===== config.mk =====
export PLATFORM = sky130hd
export DESIGN_NAME = lu_arbiter
export DESIGN_NICKNAME = d
export VERILOG_FILES = /design/src/rtl/lu_pkg.sv /design/src/rtl/lu_core.sv /design/src/rtl/lu_arbiter.sv
export SDC_FILE = /design/constraint.sdc
export NUM_CORES = 1
export LEC_CHECK = 0
export ABC_AREA = 1
export CAP_MARGIN = 20
export CELL_PAD_IN_SITES_DETAIL_PLACEMENT = 0
export CELL_PAD_IN_SITES_GLOBAL_PLACEMENT = 1
export CORE_MARGIN = 5
export CORE_UTILIZATION = 30
export DETAILED_ROUTE_END_ITERATION = 12
export GPL_TIMING_DRIVEN = 0
export PLACE_DENSITY = 0.81
export SETUP_SLACK_MARGIN = 0.02
export SLEW_MARGIN = 30
export SYNTH_ARGS = -nofsm -noshare
export SYNTH_HDL_FRONTEND = slang
export SYNTH_HIERARCHICAL = 1
export SYNTH_SLANG_ARGS = --single-unit

===== constraint.sdc =====
create_clock -name clk -period 2.2 [get_ports clk]
set_input_delay 0.22 -clock clk [delete_from_list [all_inputs] [get_ports clk]]
set_output_delay 0.22 -clock clk [all_outputs]
set_load 0.01 [all_outputs]

===== src/rtl/lu_pkg.sv =====
// Shared types and constants for the lu_arbiter logic-unit scheduler.
package lu_pkg;

   localparam int unsigned LU_WIDTH = 4;
   localparam int unsigned N_REQ    = 2;

   typedef logic [1:0] op_t;

   // op[1] selects the group (inverting / non-inverting), op[0] selects within it
   localparam op_t OP_NAND = 2'b00;
   localparam op_t OP_NOR  = 2'b01;
   localparam op_t OP_AND  = 2'b10;
   localparam op_t OP_OR   = 2'b11;

   typedef enum logic [1:0] {
      IDLE = 2'd0,
      EXEC = 2'd1,
      RESP = 2'd2
   } state_e;

   typedef logic req_idx_t;

endpackage


===== src/rtl/lu_core.sv =====
// Combinational bitwise logic unit: NAND/NOR/AND/OR via a two-level 2:1 mux tree.
module lu_core
   import lu_pkg::*;
#(
   parameter int unsigned WIDTH = LU_WIDTH
) (
   input  logic [WIDTH-1:0] a,
   input  logic [WIDTH-1:0] b,
   input  op_t              op,
   output logic [WIDTH-1:0] res_c
);

   logic [WIDTH-1:0] and_v;
   logic [WIDTH-1:0] or_v;
   logic [WIDTH-1:0] inv_grp;
   logic [WIDTH-1:0] pos_grp;

   // First level picks within a group, second level picks the group
   always_comb begin
      and_v   = a & b;
      or_v    = a | b;
      inv_grp = op[0] ? ~or_v : ~and_v;
      pos_grp = op[0] ? or_v  : and_v;
      res_c   = op[1] ? pos_grp : inv_grp;
   end

endmodule


===== src/rtl/lu_arbiter.sv =====
// Two-requester scheduler for the shared logic unit.
// Optional build macro LU_ARB_RR_EN: round-robin arbitration on simultaneous
// requests (otherwise requester 0 has fixed priority).
module lu_arbiter
   import lu_pkg::*;
#(
   parameter int unsigned WIDTH = LU_WIDTH
) (
   input  logic             clk,
   input  logic             rst_n,
   input  logic [1:0]       req,
   input  logic [WIDTH-1:0] a0,
   input  logic [WIDTH-1:0] b0,
   input  op_t              op0,
   input  logic [WIDTH-1:0] a1,
   input  logic [WIDTH-1:0] b1,
   input  op_t              op1,
   output logic [1:0]       gnt,
   output logic [1:0]       rsp_valid,
   input  logic [1:0]       rsp_ready,
   output logic [WIDTH-1:0] rsp_data,
   output logic             busy
);

   state_e           state_q,     state_d;
   logic [1:0]       gnt_q,       gnt_d;
   logic [1:0]       rsp_valid_q, rsp_valid_d;
   logic [WIDTH-1:0] rsp_data_q,  rsp_data_d;
   logic             busy_q,      busy_d;
   logic [WIDTH-1:0] a_q,         a_d;
   logic [WIDTH-1:0] b_q,         b_d;
   op_t              op_q,        op_d;
   req_idx_t         winner_q,    winner_d;
   req_idx_t         pick_c;
   logic [WIDTH-1:0] lu_res_c;

`ifdef LU_ARB_RR_EN
   req_idx_t         last_winner_q, last_winner_d;
`endif

   lu_core #(.WIDTH(WIDTH)) u_core (
      .a     (a_q),
      .b     (b_q),
      .op    (op_q),
      .res_c (lu_res_c)
   );

   // Arbitration: which requester wins if we grant this cycle
   always_comb begin
      pick_c = ~req[0];
`ifdef LU_ARB_RR_EN
      if (req == 2'b11) begin
         pick_c = ~last_winner_q;
      end
`endif
   end

   // Next-state and registered-output logic
   always_comb begin
      state_d     = state_q;
      gnt_d       = '0;
      rsp_valid_d = rsp_valid_q;
      rsp_data_d  = rsp_data_q;
      a_d         = a_q;
      b_d         = b_q;
      op_d        = op_q;
      winner_d    = winner_q;
`ifdef LU_ARB_RR_EN
      last_winner_d = last_winner_q;
`endif
      unique case (state_q)
         IDLE: begin
            if (|req) begin
               winner_d      = pick_c;
               gnt_d[pick_c] = 1'b1;
               a_d           = pick_c ? a1  : a0;
               b_d           = pick_c ? b1  : b0;
               op_d          = pick_c ? op1 : op0;
               state_d       = EXEC;
`ifdef LU_ARB_RR_EN
               last_winner_d = pick_c;
`endif
            end
         end
         EXEC: begin
            rsp_data_d            = lu_res_c;
            rsp_valid_d           = '0;
            rsp_valid_d[winner_q] = 1'b1;
            state_d               = RESP;
         end
         RESP: begin
            // Only the winner's ready completes the response
            if (rsp_ready[winner_q]) begin
               rsp_valid_d = '0;
               state_d     = IDLE;
            end
         end
         default: begin
            state_d     = IDLE;
            rsp_valid_d = '0;
         end
      endcase
      busy_d = (state_d != IDLE);
   end

   // State and output registers with asynchronous active-low reset
   always_ff @(posedge clk or negedge rst_n) begin
      if (!rst_n) begin
         state_q     <= IDLE;
         gnt_q       <= '0;
         rsp_valid_q <= '0;
         rsp_data_q  <= '0;
         busy_q      <= 1'b0;
         a_q         <= '0;
         b_q         <= '0;
         op_q        <= OP_NAND;
         winner_q    <= 1'b0;
      end else begin
         state_q     <= state_d;
         gnt_q       <= gnt_d;
         rsp_valid_q <= rsp_valid_d;
         rsp_data_q  <= rsp_data_d;
         busy_q      <= busy_d;
         a_q         <= a_d;
         b_q         <= b_d;
         op_q        <= op_d;
         winner_q    <= winner_d;
      end
   end

`ifdef LU_ARB_RR_EN
   // Arbitration history; reset value makes requester 0 win first
   always_ff @(posedge clk or negedge rst_n) begin
      if (!rst_n) begin
         last_winner_q <= 1'b1;
      end else begin
         last_winner_q <= last_winner_d;
      end
   end
`endif

   assign gnt       = gnt_q;
   assign rsp_valid = rsp_valid_q;
   assign rsp_data  = rsp_data_q;
   assign busy      = busy_q;

endmodule


Word-level counts from Yosys, hierarchy flattened. Cells that the tools add are included.

Flip-flop bits (word level): 22. Input port bits: 26. Output and inout port bits: 9. Logic and storage cells: 48.

Magnitude comparators: 4. Equality and inequality tests: 3. Muxes and demuxes: 19. Bitwise operators: 6. Reductions and logical operators: 7.

Operator list (number): $mux W4 (5); $mux W2 (6); $pmux W2 S3 (2); $not A4 Y4 (2); $and A4 B4 Y4 (1); $lt A1 B2 Y1 const B (2); $mux W1 (4); $or A4 B4 Y4 (1); $reduce_and A2 Y1 (2); $demux W1 S1 (2); $eq A2 B1 Y1 const B (1); $eq A2 B2 Y1 const B (1); $ge A1 B1 Y1 const B (2); $logic_and A1 B1 Y1 (2); $logic_not A2 Y1 (1); $ne A2 B2 Y1 const B (1); $not A1 Y1 (2); $reduce_bool A2 Y1 (1); $reduce_or A2 Y1 (1).

Longest topological paths before layout.
Depth in word-level cells: 7. Depth in mapped cells: 7. Depth with buffers taken out: 7.

Hierarchy. The synthesis kept the hierarchy.

Modules (own cells, without submodules): lu_arbiter (instances 1, cells each 105, area each 1014.7 um^2, seq. area each 550.5 um^2); lu_core (instances 1, cells each 38, area each 147.6 um^2, seq. area each 0.0 um^2).

Worst setup path after synthesis. OpenSTA, ideal clock, no wires.

Path type: reg2reg. Start: reg state_q[0]. End: reg b_q[0]. Setup time: 0.124 ns. Arrival time: 0.890 ns. Data required time: 2.076 ns. Slack: 1.186 ns. Stages on the path, launching flop included: 8. Buffers on the path: 1. Period minus slack after synthesis: 1.014 ns. Path through: dfrtp_1 > inv_2 > nand2_2 > nor2_8 > inv_2 > buf_6 > nand2_1 > nand2_1.

Word-level cells in the longest chain between the ends: 2.

Ends and longest elaborated chain: from (decl) (RTL line lu_arbiter.sv:25) `state_e state_q, state_d;`; from (signal assigned) (RTL line lu_arbiter.sv:119) `state_q <= state_d;`; $logic_not A2 Y1 (RTL line lu_arbiter.sv:71) `unique case (state_q)`; $reduce_and A2 Y1 (no source line); to (signal assigned) (RTL line lu_arbiter.sv:115) `b_q <= '0;`; to (signal assigned) (RTL line lu_arbiter.sv:125) `b_q <= b_d;`; to (decl) (RTL line lu_arbiter.sv:31) `logic [WIDTH-1:0] b_q, b_d;`.

No other way between the ends. A chain may end at the register's enable or synchronous reset.

Final worst setup path.
Start: reg rsp_data_q[2], in the netlist rsp_data[2]. End: out rsp_data[2].

RTL lines: from (decl) (RTL line lu_arbiter.sv:28) `logic [WIDTH-1:0] rsp_data_q, rsp_data_d;`; from (signal assigned) (RTL line lu_arbiter.sv:122) `rsp_data_q <= rsp_data_d;`; to (decl) (RTL line lu_arbiter.sv:21) `output logic [WIDTH-1:0] rsp_data,`.

No word-level cell between the ends.

==> flow_metrics.tcl <==
set metrics [dict create \
    synth_area_leaders "dfrtp_1 (47%), nand2_1 (22%), o211ai_2 (8.6%)" \
    powerDensity_nw_per_um2 1190 \
    hold_ws_ns 0.445 \
    clockBufferDepth 2 \
    clk_pin_slew_ns 0.07 \
    syn_to_final_growth_pct 39.6 \
    worst_ir_drop_vdd_uv 308 \
    slowest_delay_ns 0.54 \
    fp.dieH_um 72.2 \
    fp-row-count 22 \
    ys_seq_area_frac 0.474 \
    cts_max_level 1 \
    antenna_left 0 \
    slew_headroom 0.688 \
    status "completed" \
    synthDistinctLibCells 16 \
    worst_pin_slew_ns 0.468 \
    die-area_sq_um 5220 \
    required_ns 1.98 \
    cp_max_fo 2 \
    grt_max_degree 23 \
    arrival_ns 1.16 \
    hpwl_um 1890 \
    critical_path_buf_inv_count 1 \
    numCtsBuffers 3 \
    dp_slack_ns 0.802 \
    dpl.cell_count 225 \
    antenna_found_initial 0 \
    yosys_warnings 6 \
    vias 946 \
    grt_pass1_vias 943 \
    drt_pass1_iterations 4 \
    gp_congestion 0.736 \
    drive_above_1_share 0.143 \
    slew_violations 0 \
    min_period_ns 1.38 \
    final_cells 230 \
    synth.top_cell.area_share 0.474 \
    finalCritPeriodShare 0.626 \
    wl_per_cell_um 9.85 \
    num-fill-cells 391 \
    synthesis.nets 169 \
    routed_wl_um 2270 \
    synth_seq_cells 22 \
    portBuffers 34 \
    hold_buffers 0 \
    synthCells 143 \
    io_pins 35 \
    syn_avg_cell_area_sq_um 8.13 \
    drt-initial-drc-count 27 \
    endpoint_kind "output pin" \
    critPathLaunchType "flop" \
    grt_usage 0.0993 \
    drc_errors 0 \
    cts_tree "built" \
    grt_overflow 0 \
    synth_area_leader_cell "dfrtp_1" \
    fin_setup_tns_ns 0 \
    crit_chain "clkdlybuf4s50_1" \
    syn-cell-area_sq_um 1160 \
    core_area_sq_um 3720 \
    r2r_start "state_q[1]" \
    antennaDiodeCount 0 \
    setup.worst_path.start "rsp_data[2]" \
    initial_core_util 0.313 \
    setup-violations-final 0 \
    worst_slack_ns 0.824 \
    nets 209 \
    clk_latency_ns 0.26 \
    die_x_um 72.2 \
    cp_top_family "buffers and inverters" \
    ctsResizeCount 0 \
    fmax_ghz 0.726 \
    final_cell_mix "nand2_1 (68), clkdlybuf4s50_1 (33), dfrtp_1 (22)" \
    finClkSkew_ns 0.00144 \
    cpMaxStageDelayCell "clkdlybuf4s50_1" \
    post-cts-setup-buffer-count 0 \
    rsz0062_at_grt "no" \
    hp-class "primary input to async pin" \
    grt_pass1_wl_um 4130 \
    numClockSinks 22 \
    vias_per_cell 4.11 \
    leakage_nw 0.825 \
    cap_violations 0 \
    layout_commonest_cell "nand2_1" \
    criticalPathCategory "flop to output pin" \
    hold_violations 0 \
    cts_root_buf "clkbuf_8" \
]
## metrics by stage
| stage | utilization | total power [mW] | area (sq um) |
|---|---|---|---|
| after floorplan | - | 1.36 | 1160 |
| after global placement | 0.421 | 1.67 | 1560 |
| after detailed placement | 0.421 | 1.69 | 1560 |
| after CTS | 0.435 | 1.97 | 1620 |
| after global routing | 0.437 | 2.15 | 1620 |
| final | 0.437 | 1.94 | 1620 |
## Yosys cell counts
cell type  number
buf_2           2
buf_6           1
buf_8           1
dfrtp_1        22
inv_1          12
inv_2           5
nand2_1        68
nand2_2         1
nand3_1         6
nor2_1          2
nor2_2          1
nor2_8          1
o211ai_1        2
o211ai_2        8
o21ai_2         1
or2_1          10
## cells by family (layout without fill, tap and decap cells)
| family | Yosys count | in the layout | share of synthesized area |
|---|---|---|---|
| DFF | 22 | 22 | 0.474 |
| and+or+nand+nor | 89 | 89 | 0.334 |
| AOI/OAI and AO/OA | 11 | 11 | 0.107 |
| buffers and inverters | 21 | 60 | 0.0861 |
## per-layer routing
| metal | track usage | up-vias | wire, um |
|---|---|---|---|
| met3 | 0.0374 | 0 | 179 |
| li1 | - | 514 | - |
| met1 | 0.116 | 402 | 998 |
| met2 | 0.171 | 30 | 1090 |
| met4 | 0.0251 | 0 | 0 |
| met5 | 0 | - | 0 |
## path summary, 6_finish.rpt
| check | endpoint | slack, ns | cells after the start |
|---|---|---|---|
| min reg2reg | rsp_valid[1] | 0.48 | 2 |
| max in group asynchronous | b_q[3] | 1.44 | 2 |
| max reg2reg | b_q[3] | 1.10 | 7 |
| min in group clk | rsp_valid[1] | 0.48 | 2 |
| min | rsp_valid[1] | 0.44 | 2 |
| max | rsp_data[2] | 0.82 | 1 |
## flip-flops by register name, indices dropped and copies added (netlist names)
register   count
busy           1
winner_q       1
gnt            2
rsp_valid      2
b_q            4
state_q        2
op_q           2
a_q            4
rsp_data       4
## worst register-to-register path: stages (launching register included)
cell,delay [ns]
dfrtp_1,0.38
inv_2,0.07
nand2_2,0.11
nor2_8,0.14
inv_2,0.05
buf_6,0.13
nand2_1,0.07
nand2_1,0.05
## final cells by class
type,instances,area (sq um),area share
well taps,48,60.1,0.0370
clock buffers,4,55.1,0.0339
inverters,17,63.8,0.0393
plain buffers,4,36.3,0.0224
flip-flops and latches,22,551,0.339
repair buffers,35,345,0.213
multi-input cells,100,512,0.315
## power by group
| part | switching, mW | internal (mW) | leakage, nW | total, mW |
|---|---|---|---|---|
| Combinational | 0.511 | 0.432 | 0.524 | 0.944 |
| Clock | 0.119 | 0.159 | 0.0288 | 0.278 |
| Sequential | 0.121 | 0.596 | 0.272 | 0.717 |
Note: power is estimated with default switching activity, not from simulation.
